$ cat src/rtl/spi_pkg.sv
// Shared definitions for the SPI clock sequencer and the shift stage it feeds.
package spi_pkg;

    localparam int DIV_W_DEF         = 16;
    localparam int DLY_W_DEF         = 8;
    localparam int SPI_CHAR_LEN_BITS = 5;
    localparam int SPI_MAX_CHAR      = 32;

    typedef enum logic [1:0] {
        IDLE  = 2'd0,
        LEAD  = 2'd1,
        RUN   = 2'd2,
        TRAIL = 2'd3
    } seq_state_e;

endpackage

$ cat src/rtl/spi_clk_seq_if.sv
// Control and timing signals between the transfer controller / shift stage and the clock sequencer.
interface spi_clk_seq_if #(
    parameter int DIV_W = spi_pkg::DIV_W_DEF,
    parameter int DLY_W = spi_pkg::DLY_W_DEF
);
    logic             go;
    logic             abort;
    logic [DIV_W-1:0] divider;
    logic [DLY_W-1:0] lead_dly;
    logic [DLY_W-1:0] trail_dly;
    logic             cpol;
    logic             last;
    logic             s_clk;
    logic             sclk_pad;
    logic             pos_edge;
    logic             neg_edge;
    logic             ss_n;
    logic             busy;
    logic             done;

    modport master (
        output go, abort, divider, lead_dly, trail_dly, cpol, last,
        input  s_clk, sclk_pad, pos_edge, neg_edge, ss_n, busy, done
    );

    modport slave (
        input  go, abort, divider, lead_dly, trail_dly, cpol, last,
        output s_clk, sclk_pad, pos_edge, neg_edge, ss_n, busy, done
    );
endinterface

$ cat src/rtl/spi_tick_div.sv
// Reloadable half-period down-counter; tick is high whenever the count has reached zero.
module spi_tick_div #(
    parameter int W = 16
) (
    input  logic         clk,
    input  logic         rst_n,
    input  logic         load,
    input  logic [W-1:0] load_val,
    input  logic [W-1:0] reload_val,
    output logic         tick
);
    logic [W-1:0] cnt_r;

    // Explicit load wins, otherwise reload on tick, otherwise count down
    always_ff @(posedge clk or negedge rst_n) begin
        if (!rst_n) begin
            cnt_r <= {W{1'b0}};
        end else if (load) begin
            cnt_r <= load_val;
        end else if (cnt_r == {W{1'b0}}) begin
            cnt_r <= reload_val;
        end else begin
            cnt_r <= cnt_r - W'(1);
        end
    end

    assign tick = (cnt_r == {W{1'b0}});
endmodule

$ cat src/rtl/spi_clk_seq.sv
// Transfer timing sequencer: turns go into ss_n framing, serial clock and edge strobes for the shift stage.
module spi_clk_seq #(
    parameter int DIV_W = spi_pkg::DIV_W_DEF,
    parameter int DLY_W = spi_pkg::DLY_W_DEF
) (
    input  logic         clk_shift,
    input  logic         rst_n,
    spi_clk_seq_if.slave bus
);
    import spi_pkg::*;

    seq_state_e       state_r;
    logic [DIV_W-1:0] div_cfg_r;
    logic [DLY_W-1:0] lead_cfg_r;
    logic [DLY_W-1:0] trail_cfg_r;
    logic [DLY_W-1:0] dly_cnt_r;
    logic             cpol_cfg_r;
    logic             s_clk_r;
    logic             pos_edge_r;
    logic             neg_edge_r;
    logic             ss_n_r;
    logic             busy_r;
    logic             done_r;

    logic             accept_s;
    logic             abort_s;
    logic             load_s;
    logic             tick_s;
    logic             step_s;
    logic             term_s;
    logic [DIV_W-1:0] load_val_s;

    // A go seen while done is high is refused so a held request restarts one cycle later
    assign accept_s   = (state_r == IDLE) && bus.go && !done_r;
    assign abort_s    = bus.abort && ((state_r == LEAD) || (state_r == RUN));
    assign load_s     = accept_s || abort_s;
    assign load_val_s = accept_s ? bus.divider : div_cfg_r;
    // The tick that ends LEAD also produces the first serial clock edge
    assign step_s     = tick_s && ((state_r == RUN) ||
                                   ((state_r == LEAD) && (dly_cnt_r == lead_cfg_r)));
    assign term_s     = bus.last && !s_clk_r;

    spi_tick_div #(.W(DIV_W)) u_tick_div (
        .clk        (clk_shift),
        .rst_n      (rst_n),
        .load       (load_s),
        .load_val   (load_val_s),
        .reload_val (div_cfg_r),
        .tick       (tick_s)
    );

    // Sequencer state, configuration latches and registered strobes
    always_ff @(posedge clk_shift or negedge rst_n) begin
        if (!rst_n) begin
            state_r     <= IDLE;
            div_cfg_r   <= {DIV_W{1'b0}};
            lead_cfg_r  <= {DLY_W{1'b0}};
            trail_cfg_r <= {DLY_W{1'b0}};
            dly_cnt_r   <= {DLY_W{1'b0}};
            cpol_cfg_r  <= 1'b0;
            s_clk_r     <= 1'b0;
            pos_edge_r  <= 1'b0;
            neg_edge_r  <= 1'b0;
            ss_n_r      <= 1'b1;
            busy_r      <= 1'b0;
            done_r      <= 1'b0;
        end else begin
            pos_edge_r <= 1'b0;
            neg_edge_r <= 1'b0;
            done_r     <= 1'b0;
            case (state_r)
                IDLE: begin
                    if (accept_s) begin
                        div_cfg_r   <= bus.divider;
                        lead_cfg_r  <= bus.lead_dly;
                        trail_cfg_r <= bus.trail_dly;
                        cpol_cfg_r  <= bus.cpol;
                        dly_cnt_r   <= {DLY_W{1'b0}};
                        ss_n_r      <= 1'b0;
                        busy_r      <= 1'b1;
                        state_r     <= LEAD;
                    end
                end
                LEAD, RUN: begin
                    if (abort_s) begin
                        s_clk_r   <= 1'b0;
                        dly_cnt_r <= {DLY_W{1'b0}};
                        state_r   <= TRAIL;
                    end else if (step_s && term_s) begin
                        pos_edge_r <= 1'b1;
                        dly_cnt_r  <= {DLY_W{1'b0}};
                        state_r    <= TRAIL;
                    end else if (step_s) begin
                        s_clk_r    <= ~s_clk_r;
                        pos_edge_r <= ~s_clk_r;
                        neg_edge_r <= s_clk_r;
                        state_r    <= RUN;
                    end else if (tick_s) begin
                        dly_cnt_r <= dly_cnt_r + DLY_W'(1);
                    end
                end
                TRAIL: begin
                    if (tick_s && (dly_cnt_r == trail_cfg_r)) begin
                        ss_n_r  <= 1'b1;
                        busy_r  <= 1'b0;
                        done_r  <= 1'b1;
                        state_r <= IDLE;
                    end else if (tick_s) begin
                        dly_cnt_r <= dly_cnt_r + DLY_W'(1);
                    end
                end
                default: begin
                    state_r <= IDLE;
                end
            endcase
        end
    end

    assign bus.s_clk    = s_clk_r;
    assign bus.sclk_pad = s_clk_r ^ cpol_cfg_r;
    assign bus.pos_edge = pos_edge_r;
    assign bus.neg_edge = neg_edge_r;
    assign bus.ss_n     = ss_n_r;
    assign bus.busy     = busy_r;
    assign bus.done     = done_r;
endmodule

$ cat src/flat_wrapper.sv
// flat-port wrapper written by rule: the top's interface ports become plain ports
module spi_clk_seq_flat import spi_pkg::*;
#(
    parameter int DIV_W = spi_pkg::DIV_W_DEF,
    parameter int DLY_W = spi_pkg::DLY_W_DEF
)
  (clk_shift, rst_n, bus_go, bus_abort, bus_divider, bus_lead_dly, bus_trail_dly, bus_cpol, bus_last, bus_s_clk, bus_sclk_pad, bus_pos_edge, bus_neg_edge, bus_ss_n, bus_busy, bus_done);
  spi_clk_seq_if #(.DIV_W(DIV_W), .DLY_W(DLY_W)) bus_i ();
  input  logic clk_shift;
  input  logic rst_n;
  input wire logic [$bits(bus_i.go)-1:0] bus_go;
  input wire logic [$bits(bus_i.abort)-1:0] bus_abort;
  input wire logic [$bits(bus_i.divider)-1:0] bus_divider;
  input wire logic [$bits(bus_i.lead_dly)-1:0] bus_lead_dly;
  input wire logic [$bits(bus_i.trail_dly)-1:0] bus_trail_dly;
  input wire logic [$bits(bus_i.cpol)-1:0] bus_cpol;
  input wire logic [$bits(bus_i.last)-1:0] bus_last;
  output wire logic [$bits(bus_i.s_clk)-1:0] bus_s_clk;
  output wire logic [$bits(bus_i.sclk_pad)-1:0] bus_sclk_pad;
  output wire logic [$bits(bus_i.pos_edge)-1:0] bus_pos_edge;
  output wire logic [$bits(bus_i.neg_edge)-1:0] bus_neg_edge;
  output wire logic [$bits(bus_i.ss_n)-1:0] bus_ss_n;
  output wire logic [$bits(bus_i.busy)-1:0] bus_busy;
  output wire logic [$bits(bus_i.done)-1:0] bus_done;
  assign bus_i.go = bus_go;
  assign bus_i.abort = bus_abort;
  assign bus_i.divider = bus_divider;
  assign bus_i.lead_dly = bus_lead_dly;
  assign bus_i.trail_dly = bus_trail_dly;
  assign bus_i.cpol = bus_cpol;
  assign bus_i.last = bus_last;
  assign bus_s_clk = bus_i.s_clk;
  assign bus_sclk_pad = bus_i.sclk_pad;
  assign bus_pos_edge = bus_i.pos_edge;
  assign bus_neg_edge = bus_i.neg_edge;
  assign bus_ss_n = bus_i.ss_n;
  assign bus_busy = bus_i.busy;
  assign bus_done = bus_i.done;
  spi_clk_seq #(.DIV_W(DIV_W), .DLY_W(DLY_W)) u_core (.clk_shift(clk_shift), .rst_n(rst_n), .bus(bus_i));
endmodule
$ cat config.mk
export PLATFORM = sky130hd
export DESIGN_NAME = spi_clk_seq_flat
export DESIGN_NICKNAME = d
export VERILOG_FILES = /design/src/rtl/spi_pkg.sv /design/src/rtl/spi_clk_seq_if.sv /design/src/rtl/spi_tick_div.sv /design/src/rtl/spi_clk_seq.sv /design/src/flat_wrapper.sv
export SDC_FILE = /design/constraint.sdc
export NUM_CORES = 1
export LEC_CHECK = 0
export ABC_AREA = 1
export CAP_MARGIN = 20
export CORE_MARGIN = 4
export CORE_UTILIZATION = 56
export DETAILED_ROUTE_END_ITERATION = 7
export PLACE_DENSITY = 0.9
export SETUP_SLACK_MARGIN = 0.3
export SLEW_MARGIN = 5
export SYNTH_ARGS = -nofsm -noshare
export SYNTH_HDL_FRONTEND = slang
export SYNTH_SLANG_ARGS = --single-unit
$ cat constraint.sdc
create_clock -name clk_shift -period 2 [get_ports clk_shift]
set_input_delay 0.3 -clock clk_shift [delete_from_list [all_inputs] [get_ports clk_shift]]
set_output_delay 0.3 -clock clk_shift [all_outputs]
set_load 0.005 [all_outputs]
==> impl_summary.txt, run 1 <==
----------------------------------------------------
[Outcome]
  Outcome ... complete, but fails checks
  Violations in the final reports ... setup timing

[GRT]
  First-pass GRT wire length ... 16.1 mm
  Initial antenna violation count ... 0
  Vias in the first global route ... 3590
  Total grt overflow ... 0
  Overall track demand over capacity in global routing ... 0.262
  Largest net degree at the start of global routing ... 66

[Timing]
  Final setup vio count ... 5
  Setup WS post-layout ... -0.107 ns
  Total count of max-transition violations in the final report ... 0
  Hold Vio Cnt, Final ... 0
  Layout Skew ... 0.0158 ns
  Relative max-transition margin ... 0.752
  Transition at the pin with the smallest max-transition slack ... 0.373 ns
  Setup repair after global routing missed its margin ... true
  Final critical delay including setup and external delays ... approximately 2.1 ns
  Period utilization ... 1.05
  Hold WS ... 0.476 ns
  Achievable Freq ... 475 MHz

[Drt]
  Antenna-violating nets left ... 0
  Max layer used ... met4
  Detailed-route wire length on metal 1 ... 5.32 mm
  Met3 WL ... 1.89 mm
  Initial drt markers ... 558
  DRT Wirelength ... 15.4 mm
  Vias post-DR ... 4341
  Routed vias/inst ... 6.45
  Residual DRC ... 0
  Router iterations before antenna repair ... 5
  Routed length per instance ... between 20 and 25 um
  Met2 wire length ... 6.95 mm

[Critical path]
  Cell breakdown of the critical path ... nor2_1 -> nand2_1 -> nor2_4 -> nand3_4 -> nor2_4 -> nand3_1 -> nand2_1 -> nand3_1 -> nor2_1 -> nand2_1 -> o21ai_2
  CP max FO ... 6
  Required time of the worst setup path ... 2.24 ns
  Crit path launch type ... register
  Start-to-end type of the worst setup path ... reg2reg
  Buffers plus inverters on the worst setup path ... 0
  Crit path max-delay family ... simple AND/OR/NAND/NOR gates
  Type of element capturing the critical path ... register
  Crit-path max cell delay ... 0.45 ns
  Most frequent CP cell ... nand2_1
  Reg2reg path depth ... 11
  Logic depth of the worst setup path including buffers ... 11
  Slowest cell on the critical path ... dfrtp_1
  Signal arrival time at the worst endpoint ... 2.35 ns

[Pwr]
  Power Density ... 1400 mW/mm^2
  Worst ir drop on vdd ... 682 uV
  Cell internal power dissipation ... about 4200 uW
  Total net switching power ... 3580 uW
  Sw Share ... 0.462
  Share of total power in sequential cells ... 0.306
  Overall power consumption ... 7750 uW
  Static leakage power ... 0.00262 uW
  Clock power share ... 0.148
  Relative contribution of combinational cells to total power ... 0.546

[Floorplan]
  Starting utilization of the core area ... 0.581
  Height of the die ... 89.6 um
  Num rows ... 29
  Boundary Pins ... between 40 and 50
  Overall die area ... 0.00803 mm^2
  Floorplan Core Area ... 0.00642 mm^2
  Overall die width ... between 80 and 90 um

[Clock tree]
  Inserted Clock Buffers ... 9
  Clock latency on the worst-skew pair ... 0.36 ns
  TritonCTS sink count ... 65
  Buffer cell driving the clock tree root ... clkbuf_8
  CTS H-tree lvls ... 3
  Clock transition at the register clock pins on the worst setup and hold paths after CTS ... 0.09 ns
  Clock tree from TritonCTS ... done
  Maximum buffer depth of the clock tree ... 2

[Synth]
  Summed instance area of the synthesized netlist ... 0.00373 mm^2
  Proportion of synthesized chip area in sequential cells ... 0.436
  Cell count after synthesis ... 484
  Count of warnings emitted by yosys ... 0
  Yosys top cell area share ... 0.429
  Nets in the synthesized netlist ... between 500 and 600
  Synthesized area divided by synthesized cell count ... about 7.7 um^2
  Cell type with the highest aggregate area in the netlist ... dfrtp_1
  Number of synthesized register bits ... 65
  Count of unique library cells instantiated by Yosys ... 39
  Top post-synthesis cells by area ... dfrtp_1 43%, nand2_1 14%, inv_1 4.9%

[Final layout]
  Count of filler cells inserted in the layout ... 282
  Area of all sequential standard cells ... 0.00164 mm^2
  Net count reported at finish ... approximately 640
  Share of final-layout standard cells stronger than drive strength 1 ... 0.367
  Most common library cell in the layout ignoring fill and taps ... nand2_1
  Design Area, Final ... approximately 0.0055 mm^2
  Combined area of the multi-input logic cells ... 0.00224 mm^2
  Syn-to-layout area delta ... 48.6%
  Most frequent cells in the layout ... 120 x nand2_1, 55 x dfrtp_1, 41 x inv_1, 41 x clkdlybuf4s50_1, 38 x buf_4
  Final antenna diode count ... 0

[Placed design]
  Count of input and output buffers ... 44
  Detailed placer's ending HPWL ... 6.13 mm
  Final estimated routing congestion in global placement ... 0.953
  Dpl cell area ... 0.00430 mm^2

[Worst hold path]
  Hold Path Class ... in2reg
  Worst hold path cell count ... 3

[Run]
  Number of max-cap violations ... 0

----------------------------------------------------
[cell usage after synthesis]
library cell and count:
nor3_1 5, dfstp_2 1, nor2_1 43, nand4_1 6
nand2_4 1, nand3_2 3, a21oi_1 8, a21oi_4 1
inv_1 49, nor4_1 1, inv_2 12, nor2_4 4
o21ai_2 6, nand3b_2 1, o211ai_1 4, o21ai_1 8
o22ai_1 4, buf_4 2, ha_1 8, buf_2 6
nand3_1 24, clkinv_1 2, or2_2 7, a31oi_1 2
a21oi_2 1, a211oi_1 1, and2_1 1, clkbuf_1 5
nand2_1 137, buf_6 2, o21ai_0 34, nor2_2 5
dfrtp_1 64, nand2_2 5, nor3_4 1, nand3b_4 1
a22oi_1 1, xor2_1 12, xnor2_1 6
[power by group through the flow]
| stage | logic, uW | registers, uW | clock network, uW |
|---|---|---|---|
| 2_1_floorplan | 1860 | 2130 | 0 |
| 3_3_place_gp | 2330 | 2180 | 0 |
| 5_1_grt | 4440 | 2380 | 1200 |
| 4_1_cts | 2720 | 2200 | 1110 |
| 3_5_place_dp | 2450 | 2210 | 0 |
| 6_report | 4240 | 2370 | 1150 |
[routing by layer]
metal,vias to the layer above,track usage
li1,1750,-
met5,-,0
met1,1987,0.332
met3,169,0.0520
met4,0,0.126
met2,435,0.430
[final timing paths]
path | from | end | slack [ns]
worst min-delay path | bus_trail_dly[0] | u_core.trail_cfg_r[0] | 0.48
min in group asynchronous | rst_n | u_core.div_cfg_r[12] | 0.50
max in group asynchronous | rst_n | u_core.bus.ss_n | 1.17
worst min register to register | u_core.bus.ss_n | u_core.bus.ss_n | 0.50
worst max register to register | u_core.u_tick_div.cnt_r[11] | u_core.dly_cnt_r[6] | -0.11
worst max-delay path | u_core.u_tick_div.cnt_r[11] | u_core.dly_cnt_r[6] | -0.11
[metrics by stage]
stage,TNS (ns),cells,util,setup slack (ns)
CTS,0,635,0.738,0.256
finish,-0.251,673,0.863,-0.107
global placement,0,602,0.670,0.201
floorplan,0,484,-,0.331
global route,-0.801,673,0.863,-0.141
detailed placement,0,602,0.670,0.134
[layout make-up]
class                   count  area share
multi-input cells         341       0.404
inverters                  63      0.0472
flip-flops and latches     65       0.296
clock inverters             3     0.00722
clock buffers              13      0.0269
repair buffers            110       0.200
well taps                  77      0.0174
repair inverters            1     0.00158
[worst reg2reg max path: cells and delay by family, from the launching register on]
family           cells  cell delay, ns
AND/OR/NAND/NOR     10            1.43
flip-flops           1            0.45
AO/OA/AOI/OAI        1            0.12
[what timing repair did]
item	4_1_cts	5_1_grt
resized for setup	37	143
endpoints found under the hold margin	64	0
buffers inserted	14	34
endpoints found under the setup margin	37	37
pin swaps	13	44
gates cloned	2	4
hold buffers	1	0
[sequential cells by signal, indices dropped and copies added, names as in the netlist]
signal / count
u_core.trail_cfg_r: 8
u_core.lead_cfg_r: 8
u_core.bus.done: 1
u_core.bus.ss_n: 1
u_core.bus.pos_edge: 1
u_core.div_cfg_r: 16
u_core.bus.s_clk: 1
u_core.bus.neg_edge: 1
u_core.u_tick_div.cnt_r: 16
u_core.cpol_cfg_r: 1
u_core.dly_cnt_r: 8
u_core.state_r: 2
u_core.bus.busy: 1
[kinds of logic after synthesis]
kind of cell / count (synthesis) / synth area share
flops: 65 / 0.436
xor+xnor: 18 / 0.0423
buf+inv: 78 / 0.0865
fa+ha+maj: 8 / 0.0268
compound gates: 70 / 0.110
simple gates: 245 / 0.298
(Power assumes the default switching activity.)
==> run 2: changes to the inputs <==
- PLACE_DENSITY: 0.9 -> 0.88
- RECOVER_POWER: default -> 100
==> impl_summary.txt, run 2 (synthesis gave the netlist of run 1 again) <==
----------------------------------------------------
[Final layout]
  Design Area, Final ... 0.00518 mm^2
  Share of final-layout standard cells stronger than drive strength 1 ... 0.301
  Most frequent cells in the layout ... 128 x nand2_1, 58 x dfrtp_1, 43 x inv_1
  Syn-to-layout area delta ... 38.8%
  Most common library cell in the layout ignoring fill and taps ... nand2_1
  Combined area of the multi-input logic cells ... 0.00204 mm^2
  Count of filler cells inserted in the layout ... 368
  Final antenna diode count ... 0
  Area of all sequential standard cells ... between 0.0015 and 0.002 mm^2
  Biggest regs ... u_core.div_cfg_r: 16 flops, u_core.u_tick_div.cnt_r: 16 flops
  Net count reported at finish ... 631

[Clock tree]
  Inserted Clock Buffers ... 9
  TritonCTS sink count ... 65
  Clock transition at the register clock pins on the worst setup and hold paths after CTS ... 0.08 ns
  Maximum buffer depth of the clock tree ... 2
  Clock latency on the worst-skew pair ... 0.36 ns
  Clock tree from TritonCTS ... done
  Buffer cell driving the clock tree root ... clkbuf_8
  CTS H-tree lvls ... 3

[Drt]
  Residual DRC ... 1
  Initial drt markers ... about 600
  Routed vias/inst ... 6.24
  Vias post-DR ... 4155
  DRT Wirelength ... 12.9 mm
  Routed length per instance ... a little under 20 um
  Router iterations before antenna repair ... 8
  Antenna-violating nets left ... 0

[GRT]
  Initial antenna violation count ... 0
  First-pass GRT wire length ... ~17 mm
  Vias in the first global route ... 3515
  Largest net degree at the start of global routing ... 66
  Overall track demand over capacity in global routing ... 0.271
  Total grt overflow ... 0

[Placed design]
  Final estimated routing congestion in global placement ... a little over 0.9
  Dpl cell area ... 0.00430 mm^2
  Detailed placer's ending HPWL ... just over 6 mm
  Count of input and output buffers ... 44

[Floorplan]
  Floorplan Core Area ... 0.00642 mm^2
  Height of the die ... 89.6 um
  Overall die width ... 89.6 um
  Starting utilization of the core area ... 0.581
  Overall die area ... 0.00803 mm^2
  Num rows ... 29
  Boundary Pins ... 45

[Pwr]
  Worst ir drop on vdd ... around 590 uV
  Cell internal power dissipation ... 3830 uW
  Share of total power in sequential cells ... 0.331
  Overall power consumption ... 6910 uW
  Sw Share ... 0.445
  Power Density ... 1340 mW/mm^2
  Clock power share ... 0.158
  Static leakage power ... 0.00250 uW
  Total net switching power ... 3080 uW
  Relative contribution of combinational cells to total power ... 0.511

[Timing]
  Total count of max-transition violations in the final report ... 0
  Hold Vio Cnt, Final ... 0
  Setup WS post-layout ... -0.0928 ns
  Final critical delay including setup and external delays ... between 2 and 2.5 ns
  Relative max-transition margin ... 0.403
  Setup repair after global routing missed its margin ... true
  Achievable Freq ... 478 MHz
  Transition at the pin with the smallest max-transition slack ... between 0.8 and 0.9 ns
  Period utilization ... 1.05
  Layout Skew ... 0.0151 ns
  Final setup vio count ... 3
  Hold WS ... around 0.48 ns

[Run]
  Number of max-cap violations ... 0

[Critical path]
  Start-to-end type of the worst setup path ... reg2reg
  Required time of the worst setup path ... 2.25 ns
  Signal arrival time at the worst endpoint ... 2.34 ns
  CP max FO ... 3
  Type of element capturing the critical path ... register
  Crit path launch type ... register

[Outcome]
  Outcome ... complete, but fails checks
  Violations in the final reports ... DRC, setup timing

[Worst hold path]
  Hold Path Class ... reg2reg

----------------------------------------------------
## run 2: cell types whose count changed in the layout (fill, tap and decap cells not counted), sizes merged
cell           previous run  this run
clkbuf                   15        18
clkinv                    3         4
dlymetal6s2s              1         0
clkdlybuf4s25             0         1
clkdlybuf4s50            41        36
buf                      64        53
dlygate4sd3               1         6
## run 2: worst max-delay path: stages, from the launching register on
cell and delay [ns]:
dfrtp_1 0.43, inv_1 0.11, nand3_1 0.20, nor2_4 0.20, nand3_2 0.14, inv_2 0.11, nand3_1 0.13, nor2_1 0.26
nand2_1 0.11, nand2_1 0.07, nand3_1 0.07, nand3_1 0.09, nand2_1 0.06
## run 2: what timing repair did
| action | in CTS | in global routing |
|---|---|---|
| cloned | 2 | 2 |
| pin swaps | 8 | 21 |
| buffers inserted | 19 | 26 |
| resized for setup | 47 | 68 |
| hold buffers | 1 | 0 |
| hold endpoints to repair | 37 | 0 |
| endpoints found under the setup margin | 37 | 38 |
## run 2: stage by stage
| stage | setup WS (ns) | util | instances | setup TNS, ns |
|---|---|---|---|---|
| after CTS | 0.227 | 0.750 | 638 | 0 |
| final | -0.0928 | 0.806 | 666 | -0.192 |
| after global placement | 0.141 | 0.670 | 601 | 0 |
| after floorplan | 0.331 | - | 484 | 0 |
| after global routing | -0.180 | 0.806 | 666 | -0.475 |
| after detailed placement | 0.0803 | 0.670 | 601 | 0 |
## run 2: layout make-up
cell class | count | share of cell area
multi-input cells | 341 | 0.394
flip-flops and latches | 65 | 0.316
repair buffers | 104 | 0.187
inverters | 63 | 0.0488
clock buffers | 11 | 0.0254
well taps | 77 | 0.0186
clock inverters | 4 | 0.00870
repair inverters | 1 | 0.00121
## run 2: layer usage
layer  track usage  vias to the layer above  share of wire
li1              -                     1732              -
met1         0.335                     1884           0.34
met2         0.455                      398           0.45
met3        0.0575                      141           0.13
met4         0.124                        0          0.076
met5             0                        -              0
## run 2: path summary, 6_finish.rpt
kind	start	to	slack, ns	cells after the start
min in group asynchronous	rst_n	u_core.div_cfg_r[6]	0.74	3
worst max register to register	u_core.u_tick_div.cnt_r[2]	u_core.u_tick_div.cnt_r[15]	-0.09	12
worst min-delay path	u_core.bus.ss_n	u_core.bus.ss_n	0.48	2
worst max-delay path	u_core.u_tick_div.cnt_r[2]	u_core.u_tick_div.cnt_r[15]	-0.09	12
worst min register to register	u_core.bus.ss_n	u_core.bus.ss_n	0.48	2
max in group asynchronous	rst_n	u_core.dly_cnt_r[3]	0.64	3
## run 2: power by group through the flow
stage                     Combinational (uW)  Clock [uW]  Sequential, uW
after floorplan                         1860           0            2130
after global placement                  2360           0            2170
after detailed placement                2460           0            2200
after CTS                               2820        1060            2200
after global routing                    3800        1160            2320
final                                   3530        1090            2290
==> run 3: changes to the inputs <==
- CTS_CLUSTER_DIAMETER: default -> 40
==> results of run 3 <==
No change in the layout: final DEF, timing and power equal those of run 2.
